`config.mk`:
```
export PLATFORM = sky130hd
export DESIGN_NAME = ucsbece154a_mc_controller
export DESIGN_NICKNAME = d
export VERILOG_FILES = /design/src/rtl/ucsbece154a_ctrl_pkg.sv /design/src/rtl/ucsbece154a_alu_decoder.sv /design/src/rtl/ucsbece154a_mc_controller.sv
export SDC_FILE = /design/constraint.sdc
export NUM_CORES = 1
export LEC_CHECK = 0
export CAP_MARGIN = 20
export CELL_PAD_IN_SITES_DETAIL_PLACEMENT = 1
export CELL_PAD_IN_SITES_GLOBAL_PLACEMENT = 1
export CORE_ASPECT_RATIO = 1.2
export CORE_MARGIN = 1.5
export CORE_UTILIZATION = 35
export DETAILED_ROUTE_END_ITERATION = 7
export PLACE_DENSITY_LB_ADDON = 0.1
export SYNTH_ARGS = -nofsm -noshare
export SYNTH_HDL_FRONTEND = slang
export SYNTH_SLANG_ARGS = --single-unit
```
`constraint.sdc`:
```
create_clock -name clk -period 2.6 [get_ports clk]
set_clock_uncertainty 0.05 [all_clocks]
set_input_delay 0.52 -clock clk [delete_from_list [all_inputs] [get_ports clk]]
set_output_delay 0.52 -clock clk [all_outputs]
set_load 0.01 [all_outputs]
```
`src/rtl/ucsbece154a_ctrl_pkg.sv`:
```
// Shared encodings for the multicycle RISC-V controller: opcodes, funct3 codes,
// FSM states, ALUOp/ALU control codes, mux-select codes and per-state control decode.
package ucsbece154a_ctrl_pkg;

    localparam logic [6:0] OP_LW     = 7'b0000011;
    localparam logic [6:0] OP_SW     = 7'b0100011;
    localparam logic [6:0] OP_RTYPE  = 7'b0110011;
    localparam logic [6:0] OP_ITYPE  = 7'b0010011;
    localparam logic [6:0] OP_BRANCH = 7'b1100011;
    localparam logic [6:0] OP_JAL    = 7'b1101111;
    localparam logic [6:0] OP_JALR   = 7'b1100111;
    localparam logic [6:0] OP_LUI    = 7'b0110111;

    localparam logic [2:0] F3_ADDSUB = 3'b000;
    localparam logic [2:0] F3_SLL    = 3'b001;
    localparam logic [2:0] F3_SLT    = 3'b010;
    localparam logic [2:0] F3_SLTU   = 3'b011;
    localparam logic [2:0] F3_XOR    = 3'b100;
    localparam logic [2:0] F3_SR     = 3'b101;
    localparam logic [2:0] F3_OR     = 3'b110;
    localparam logic [2:0] F3_AND    = 3'b111;

    typedef enum logic [3:0] {
        S_FETCH    = 4'd0,
        S_DECODE   = 4'd1,
        S_MEMADR   = 4'd2,
        S_MEMREAD  = 4'd3,
        S_MEMWB    = 4'd4,
        S_MEMWRITE = 4'd5,
        S_EXECUTER = 4'd6,
        S_ALUWB    = 4'd7,
        S_EXECUTEI = 4'd8,
        S_JAL      = 4'd9,
        S_BR       = 4'd10,
        S_LUI      = 4'd11,
        S_JALRADR  = 4'd12,
        S_JALR     = 4'd13,
        S_FAULT    = 4'd15
    } state_t;

    localparam logic [1:0] ALUOP_MEM    = 2'b00;
    localparam logic [1:0] ALUOP_BRANCH = 2'b01;
    localparam logic [1:0] ALUOP_FUNCT  = 2'b10;

    localparam logic [3:0] ALU_ADD  = 4'd0;
    localparam logic [3:0] ALU_SUB  = 4'd1;
    localparam logic [3:0] ALU_AND  = 4'd2;
    localparam logic [3:0] ALU_OR   = 4'd3;
    localparam logic [3:0] ALU_XOR  = 4'd4;
    localparam logic [3:0] ALU_SLT  = 4'd5;
    localparam logic [3:0] ALU_SLL  = 4'd6;
    localparam logic [3:0] ALU_SRL  = 4'd7;
    localparam logic [3:0] ALU_SRA  = 4'd8;
    localparam logic [3:0] ALU_SLTU = 4'd9;

    localparam logic [1:0] SRCA_PC    = 2'b00;
    localparam logic [1:0] SRCA_OLDPC = 2'b01;
    localparam logic [1:0] SRCA_RS1   = 2'b10;

    localparam logic [1:0] SRCB_RS2  = 2'b00;
    localparam logic [1:0] SRCB_IMM  = 2'b01;
    localparam logic [1:0] SRCB_FOUR = 2'b10;

    localparam logic [1:0] RES_ALUOUT    = 2'b00;
    localparam logic [1:0] RES_DATA      = 2'b01;
    localparam logic [1:0] RES_ALURESULT = 2'b10;
    localparam logic [1:0] RES_IMMEXT    = 2'b11;

    localparam logic [2:0] IMM_I = 3'b000;
    localparam logic [2:0] IMM_S = 3'b001;
    localparam logic [2:0] IMM_B = 3'b010;
    localparam logic [2:0] IMM_J = 3'b011;
    localparam logic [2:0] IMM_U = 3'b100;

    typedef struct packed {
        logic       pc_update;
        logic       branch;
        logic       mem_write;
        logic       ir_write;
        logic       reg_write;
        logic       adr_src;
        logic [1:0] alu_src_a;
        logic [1:0] alu_src_b;
        logic [1:0] result_src;
        logic [1:0] alu_op;
        logic       fault;
    } ctrl_t;

    // Don't-care fields are driven to zero so every state has a single clean decode.
    function automatic ctrl_t state_ctrl(input state_t s);
        ctrl_t c;
        c = '0;
        case (s)
            S_FETCH: begin
                c.pc_update  = 1'b1;
                c.ir_write   = 1'b1;
                c.alu_src_a  = SRCA_PC;
                c.alu_src_b  = SRCB_FOUR;
                c.result_src = RES_ALURESULT;
                c.alu_op     = ALUOP_MEM;
            end
            S_DECODE: begin
                c.alu_src_a = SRCA_OLDPC;
                c.alu_src_b = SRCB_IMM;
                c.alu_op    = ALUOP_MEM;
            end
            S_MEMADR, S_JALRADR: begin
                c.alu_src_a = SRCA_RS1;
                c.alu_src_b = SRCB_IMM;
                c.alu_op    = ALUOP_MEM;
            end
            S_MEMREAD: c.adr_src = 1'b1;
            S_MEMWB: begin
                c.reg_write  = 1'b1;
                c.result_src = RES_DATA;
            end
            S_MEMWRITE: begin
                c.mem_write = 1'b1;
                c.adr_src   = 1'b1;
            end
            S_EXECUTER: begin
                c.alu_src_a = SRCA_RS1;
                c.alu_src_b = SRCB_RS2;
                c.alu_op    = ALUOP_FUNCT;
            end
            S_EXECUTEI: begin
                c.alu_src_a = SRCA_RS1;
                c.alu_src_b = SRCB_IMM;
                c.alu_op    = ALUOP_FUNCT;
            end
            S_ALUWB: begin
                c.reg_write  = 1'b1;
                c.result_src = RES_ALUOUT;
            end
            S_JAL, S_JALR: begin
                c.pc_update  = 1'b1;
                c.alu_src_a  = SRCA_OLDPC;
                c.alu_src_b  = SRCB_FOUR;
                c.result_src = RES_ALUOUT;
                c.alu_op     = ALUOP_MEM;
            end
            S_BR: begin
                c.branch     = 1'b1;
                c.alu_src_a  = SRCA_RS1;
                c.alu_src_b  = SRCB_RS2;
                c.result_src = RES_ALUOUT;
                c.alu_op     = ALUOP_BRANCH;
            end
            S_LUI: begin
                c.reg_write  = 1'b1;
                c.result_src = RES_IMMEXT;
            end
            S_FAULT: c.fault = 1'b1;
            default: ;
        endcase
        return c;
    endfunction

    function automatic logic [2:0] imm_src(input logic [6:0] op);
        logic [2:0] r;
        case (op)
            OP_SW:     r = IMM_S;
            OP_BRANCH: r = IMM_B;
            OP_JAL:    r = IMM_J;
            OP_LUI:    r = IMM_U;
            default:   r = IMM_I;
        endcase
        return r;
    endfunction

endpackage

```
`src/rtl/ucsbece154a_alu_decoder.sv`:
```
// Combinational map from ALUOp/funct3/funct7/op[5] to the ALU operation code,
// zero-extended to the configured control-bus width.
module ucsbece154a_alu_decoder
    import ucsbece154a_ctrl_pkg::*;
#(
    parameter int ALUCTRL_W = 4
) (
    input  logic [1:0]           alu_op_i,
    input  logic [2:0]           funct3_i,
    input  logic                 funct7_i,
    input  logic                 op5_i,
    output logic [ALUCTRL_W-1:0] alu_control_o
);

    logic [3:0] code;

    always_comb begin
        code = ALU_ADD;
        case (alu_op_i)
            ALUOP_MEM:    code = ALU_ADD;
            ALUOP_BRANCH: code = ALU_SUB;
            ALUOP_FUNCT: begin
                case (funct3_i)
                    // Only the register form uses IR[30] to pick sub; addi with a
                    // negative immediate also has IR[30] set.
                    F3_ADDSUB: code = (op5_i && funct7_i) ? ALU_SUB : ALU_ADD;
                    F3_SLL:    code = ALU_SLL;
                    F3_SLT:    code = ALU_SLT;
                    F3_SLTU:   code = ALU_SLTU;
                    F3_XOR:    code = ALU_XOR;
                    F3_SR:     code = funct7_i ? ALU_SRA : ALU_SRL;
                    F3_OR:     code = ALU_OR;
                    F3_AND:    code = ALU_AND;
                    default:   code = ALU_ADD;
                endcase
            end
            default: code = ALU_ADD;
        endcase
    end

    assign alu_control_o = ALUCTRL_W'(code);

endmodule

```
`src/rtl/ucsbece154a_mc_controller.sv`:
```
// Multicycle RISC-V control FSM with registered outputs decoded from the next state.
// Optional memory-ready wait handshake is enabled by defining UCSBECE154A_MEM_WAIT_EN.
module ucsbece154a_mc_controller
    import ucsbece154a_ctrl_pkg::*;
#(
    parameter int ALUCTRL_W = 4
) (
    input  logic                 clk,
    input  logic                 reset,
    input  logic [6:0]           op_i,
    input  logic [2:0]           funct3_i,
    input  logic                 funct7_i,
    input  logic                 zero_i,
    input  logic                 mem_ready_i,
    output logic                 PCWrite_o,
    output logic                 MemWrite_o,
    output logic                 IRWrite_o,
    output logic                 RegWrite_o,
    output logic                 AdrSrc_o,
    output logic [1:0]           ALUSrcA_o,
    output logic [1:0]           ALUSrcB_o,
    output logic [1:0]           ResultSrc_o,
    output logic [ALUCTRL_W-1:0] ALUControl_o,
    output logic [2:0]           ImmSrc_o,
    output logic                 fault_o
);

    state_t state_q, state_d;
    ctrl_t  ctrl_q;
    logic   fetch_go;

`ifdef UCSBECE154A_MEM_WAIT_EN
    assign fetch_go = (state_q != S_FETCH) || mem_ready_i;
`else
    logic unused_mem_ready;
    assign unused_mem_ready = mem_ready_i;
    assign fetch_go         = 1'b1;
`endif

    always_comb begin
        state_d = state_q;
        if (reset) begin
            state_d = S_FETCH;
        end else begin
            case (state_q)
                S_FETCH: begin
                    state_d = S_DECODE;
`ifdef UCSBECE154A_MEM_WAIT_EN
                    if (!mem_ready_i) state_d = S_FETCH;
`endif
                end
                S_DECODE: begin
                    case (op_i)
                        OP_LW, OP_SW: state_d = S_MEMADR;
                        OP_RTYPE:     state_d = S_EXECUTER;
                        OP_ITYPE:     state_d = S_EXECUTEI;
                        OP_BRANCH:    state_d = S_BR;
                        OP_JAL:       state_d = S_JAL;
                        OP_JALR:      state_d = S_JALRADR;
                        OP_LUI:       state_d = S_LUI;
                        default:      state_d = S_FAULT;
                    endcase
                end
                S_MEMADR: state_d = (op_i == OP_LW) ? S_MEMREAD : S_MEMWRITE;
                S_MEMREAD: begin
                    state_d = S_MEMWB;
`ifdef UCSBECE154A_MEM_WAIT_EN
                    if (!mem_ready_i) state_d = S_MEMREAD;
`endif
                end
                S_MEMWRITE: begin
                    state_d = S_FETCH;
`ifdef UCSBECE154A_MEM_WAIT_EN
                    if (!mem_ready_i) state_d = S_MEMWRITE;
`endif
                end
                S_EXECUTER, S_EXECUTEI, S_JAL, S_JALR: state_d = S_ALUWB;
                S_JALRADR:                             state_d = S_JALR;
                S_MEMWB, S_ALUWB, S_BR, S_LUI:         state_d = S_FETCH;
                S_FAULT:                               state_d = S_FAULT;
                default:                               state_d = S_FETCH;
            endcase
        end
    end

    // Outputs are decoded from state_d so they line up with the state they belong to.
    always_ff @(posedge clk) begin
        state_q <= state_d;
        ctrl_q  <= state_ctrl(state_d);
    end

    assign MemWrite_o  = ctrl_q.mem_write;
    assign IRWrite_o   = ctrl_q.ir_write & fetch_go;
    assign RegWrite_o  = ctrl_q.reg_write;
    assign AdrSrc_o    = ctrl_q.adr_src;
    assign ALUSrcA_o   = ctrl_q.alu_src_a;
    assign ALUSrcB_o   = ctrl_q.alu_src_b;
    assign ResultSrc_o = ctrl_q.result_src;
    assign fault_o     = ctrl_q.fault;
    assign ImmSrc_o    = imm_src(op_i);

    // funct3[0] distinguishes bne from beq, inverting the sense of the zero flag.
    assign PCWrite_o = (ctrl_q.branch & (zero_i ^ funct3_i[0]))
                     | (ctrl_q.pc_update & fetch_go);

    ucsbece154a_alu_decoder #(
        .ALUCTRL_W(ALUCTRL_W)
    ) u_alu_decoder (
        .alu_op_i     (ctrl_q.alu_op),
        .funct3_i     (funct3_i),
        .funct7_i     (funct7_i),
        .op5_i        (op_i[5]),
        .alu_control_o(ALUControl_o)
    );

endmodule
```
==> metrics.md <==
| Metric | Value |
|---|---|
| Result of the run | `completed` |
| Diodes inserted | `0` |
| Accumulated negative setup slack | `0 ns` |
| Vias per std cell | `5.34` |
| Final setup violation count | `0` |
| Drt drc | `0` |
| Cells after synthesis | `141` |
| Combinational cell fraction of total power | `57.6%` |
| Antenna violations before repair | `0` |
| Internal power | `0.000924 W` |
| R2R cell count | `6` |
| Number of buffers on the longest clock path | `2` |
| Floorplan row count | `23` |
| Syn Nets | `158` |
| Clock slew at reported path FFs | `0.07 ns` |
| Type of the worst setup path | `input pin to flop` |
| F_max | `395 MHz` |
| Sink count of the clock tree | `19` |
| Vertical die dimension | `68.0 um` |
| Transition time of the tightest slew-check pin | `0.341 ns` |
| Worst Min Path Start | `state_q[0]` |
| Layout cell share with drive strength beyond 1 | `25.9%` |
| Required time worst endpoint | `2.74 ns` |
| Count of warnings emitted by yosys | `0` |
| Detailed placement HPWL | `2.63 mm` |
| Clk pwr share | `13.2%` |
| Combined global-route utilization of all metal layers | `17.8%` |
| Post-synthesis area per instance | `8.75 um^2` |
| Net switching power | `0.000579 W` |
| TritonCTS clock tree | `built` |
| Switching Share | `38.5%` |
| Mean routed wirelength per cell | `14.9 um` |
| Crit path max fanout | `2` |
| Most frequent cell on the critical path | `sky130_fd_sc_hd__nor3_2` |
| Die Width | `57.2 um` |
| Slowest cell on the critical path | `sky130_fd_sc_hd__or4b_4` |
| Cell-by-cell trace of the critical path | `clkdlybuf4s50_1, nor3_2, or4b_1, and3_1, nor3_2, or4b_4, a21oi_2` |
| Maximum number of pins on one net before global-route repair | `12` |
| Violation count after the first detailed-routing iteration | `28` |
| Final hold viol count | `0` |
| Total power consumption of the routed design | `0.00150 W` |
| Worst ir drop on vdd | `0.000555 V` |
| TritonRoute pass-1 iters | `4` |
| Clock buffers created by TritonCTS | `3` |
| Max Cap Violations | `0` |
| Global-route wire length before repair | `5.47 mm` |
| Number of cells after detailed placement | `221` |
| Post-detailed-route count of antenna-violating nets | `0` |
| Area growth from synthesis to layout | `40.7%` |
| Share of the core filled with cells | `51.5%` |
| Stage delay of the slowest cell on the critical path | `0.50 ns` |
| Total wire length after detailed routing | `3.38 mm` |
| RePlAce Congestion | `0.779` |
| Cell leakage power | `0.747 nW` |
| Via count | `1,206` |
| Power density over cell area | `866 mW/mm^2` |
| Core Box Area | `0.00337 mm^2` |
| Crit path arrival time | `2.67 ns` |
| Non-filler instance count after layout | `226` |
| Starting density of the core | `36.6%` |
| Number of buffers inserted by hold repair at cts | `0` |
| Number of synthesized register bits | `19` |
| Worst hold path cell count | `3` |
| Max-slew violation count | `0` |
| Io pins | `34` |
| Number of nets in the layout | `207` |
| Area of all placed cells without fillers | `0.00174 mm^2` |
| Tcrit/Tclk final | `97.4%` |
| Source of the worst register-to-register timing path | `state_q[1]` |
| Overflow left after global routing | `0` |
| Worst slew margin | `77.2%` |
| Placement Cell Area | `0.00167 mm^2` |
| CP endpoint kind | `flop` |
| Final period demand of the worst path | `2.53 ns` |
| Netlist cell types | `52` |
| Sequential share of power | `29.3%` |
| Vias in the first global route | `1,248` |
| Summed instance area of the synthesized netlist | `0.00123 mm^2` |
| Number of H-tree levels | `1` |
| First element of the critical path | `op_i[4]` |
| Number of buffers inserted by port buffering | `32` |
| Type of the most critical hold path | `flop to flop` |
| Clk Latency, worst-skew pair | `0.25 ns` |
| Buffer type at the clock tree root | `sky130_fd_sc_hd__clkbuf_8` |
| Critical path launch point type | `input pin` |
| Unrepaired setup endpoints after global routing | `true` |
| Die area | `0.00389 mm^2` |
| Part of the Yosys area used for sequential elements | `30.8%` |
## Yosys cell counts, drive strengths merged
library cell	count	area [um^2]
a311o	1	11.3
xor2	1	8.76
nand3b	4	42.5
nor3	6	40.0
a31oi	2	12.5
o21ai	5	25.0
nor2	5	18.8
or3	2	13.8
inv	7	26.3
a41oi	1	8.76
a21o	2	15.0
and3	2	12.5
nand4b	3	26.3
a21oi	9	48.8
nor4b	4	35.0
or3b	1	8.76
ha	2	25.0
nor3b	1	7.51
nor2b	4	25.0
nor4	1	6.26
o32ai	2	17.5
and4b	3	30.0
nand2	12	45.0
maj3	1	10.0
o22a	1	10.0
clkbuf	5	48.8
nand4	1	6.26
dfxtp	19	380
a21boi	1	7.51
o32a	1	10.0
o21bai	3	22.5
a211oi	3	27.5
nand3	2	10.0
o221ai	1	8.76
buf	10	76.3
or4b	2	23.8
or2	3	18.8
xnor2	3	26.3
and2	1	6.26
nand2b	4	30.0
## layout make-up
cell class                 count  area, um^2
timing repair buffer          59         515
inverter                       7        26.3
tap                           37        46.3
multi-input combinational    100         721
fill                         415        1630
clock buffer                   3        41.3
clock inverter                 1        5.00
sequential                    19         380
## placed cells by master (no fill, tap or decap), types with 4 or more instances in the layout
master,netlist,routed
sky130_fd_sc_hd__a21oi_1,8,8
sky130_fd_sc_hd__buf_4,8,27
sky130_fd_sc_hd__clkdlybuf4s50_1,0,20
sky130_fd_sc_hd__dfxtp_1,19,19
sky130_fd_sc_hd__dlygate4sd2_1,0,8
sky130_fd_sc_hd__inv_1,6,6
sky130_fd_sc_hd__nand2_1,12,12
sky130_fd_sc_hd__nor2_1,5,5
sky130_fd_sc_hd__nor2b_1,4,4
sky130_fd_sc_hd__o21ai_0,5,5
## state kept, by name, indices dropped and copies added (netlist names), 2 cells and up
register and cells:
ctrl_q 4, state_q 4, ALUSrcA_o 2, ALUSrcB_o 2
ResultSrc_o 2
## worst max-delay path: cells and delay by family
kind                   cells  cell delay, ns
buffers and inverters      1            0.45
AO/OA/AOI/OAI              1            0.14
AND/OR/NAND/NOR            5            1.57
## final timing paths
path	endpoint	slack [ns]
hold reg to reg	ctrl_q[2]	0.80
hold / removal	ctrl_q[2]	0.80
setup reg to reg	ResultSrc_o[0]	0.42
setup / recovery	ResultSrc_o[0]	0.07
## cell families (layout without fill, tap and decap cells)
family | after synthesis | in the layout | share of synthesized area (%)
buffers and inverters | 22 | 70 | 12.3
xor gates and xnor gates | 4 | 4 | 2.84
AOI/OAI and AO/OA | 32 | 32 | 18.3
adders and majority gates | 3 | 3 | 2.84
and+or+nand+nor | 61 | 61 | 33.0
DFF | 19 | 19 | 30.8
## power groups by stage
stage               clock network [W]  registers [W]  logic, W
detailed placement                  0       0.000444  0.000866
CTS                          0.000204       0.000439  0.000878
floorplan                           0       0.000421  0.000637
finish                       0.000198       0.000440  0.000865
global placement                    0       0.000441  0.000842
global route                 0.000216       0.000450  0.000949
## through the flow
stage                     hold WS [ns]  setup WS, ns
final                            0.797        0.0681
after global routing             0.845       -0.0180
after CTS                        0.793        0.0349
after detailed placement         0.784        -0.222
after global placement           0.751        -0.207
after floorplan                  0.618         0.385
## layer usage
| metal | global-route usage (%) | up-vias | wire, um |
|---|---|---|---|
| li1 | - | 596 | - |
| met1 | 18.8 | 581 | 1330 |
| met2 | 34.3 | 25 | 1870 |
| met3 | 3.40 | 4 | 127 |
| met4 | 7.85 | 0 | 47 |
| met5 | 0 | - | 0 |
## timing repair
action,CTS,global route
gates resized for setup,11,6
endpoints found under the hold margin,0,0
endpoints found under the setup margin,7,4
buffers inserted,1,0
pin swaps,0,2
Power figures use the tool's default switching activity.
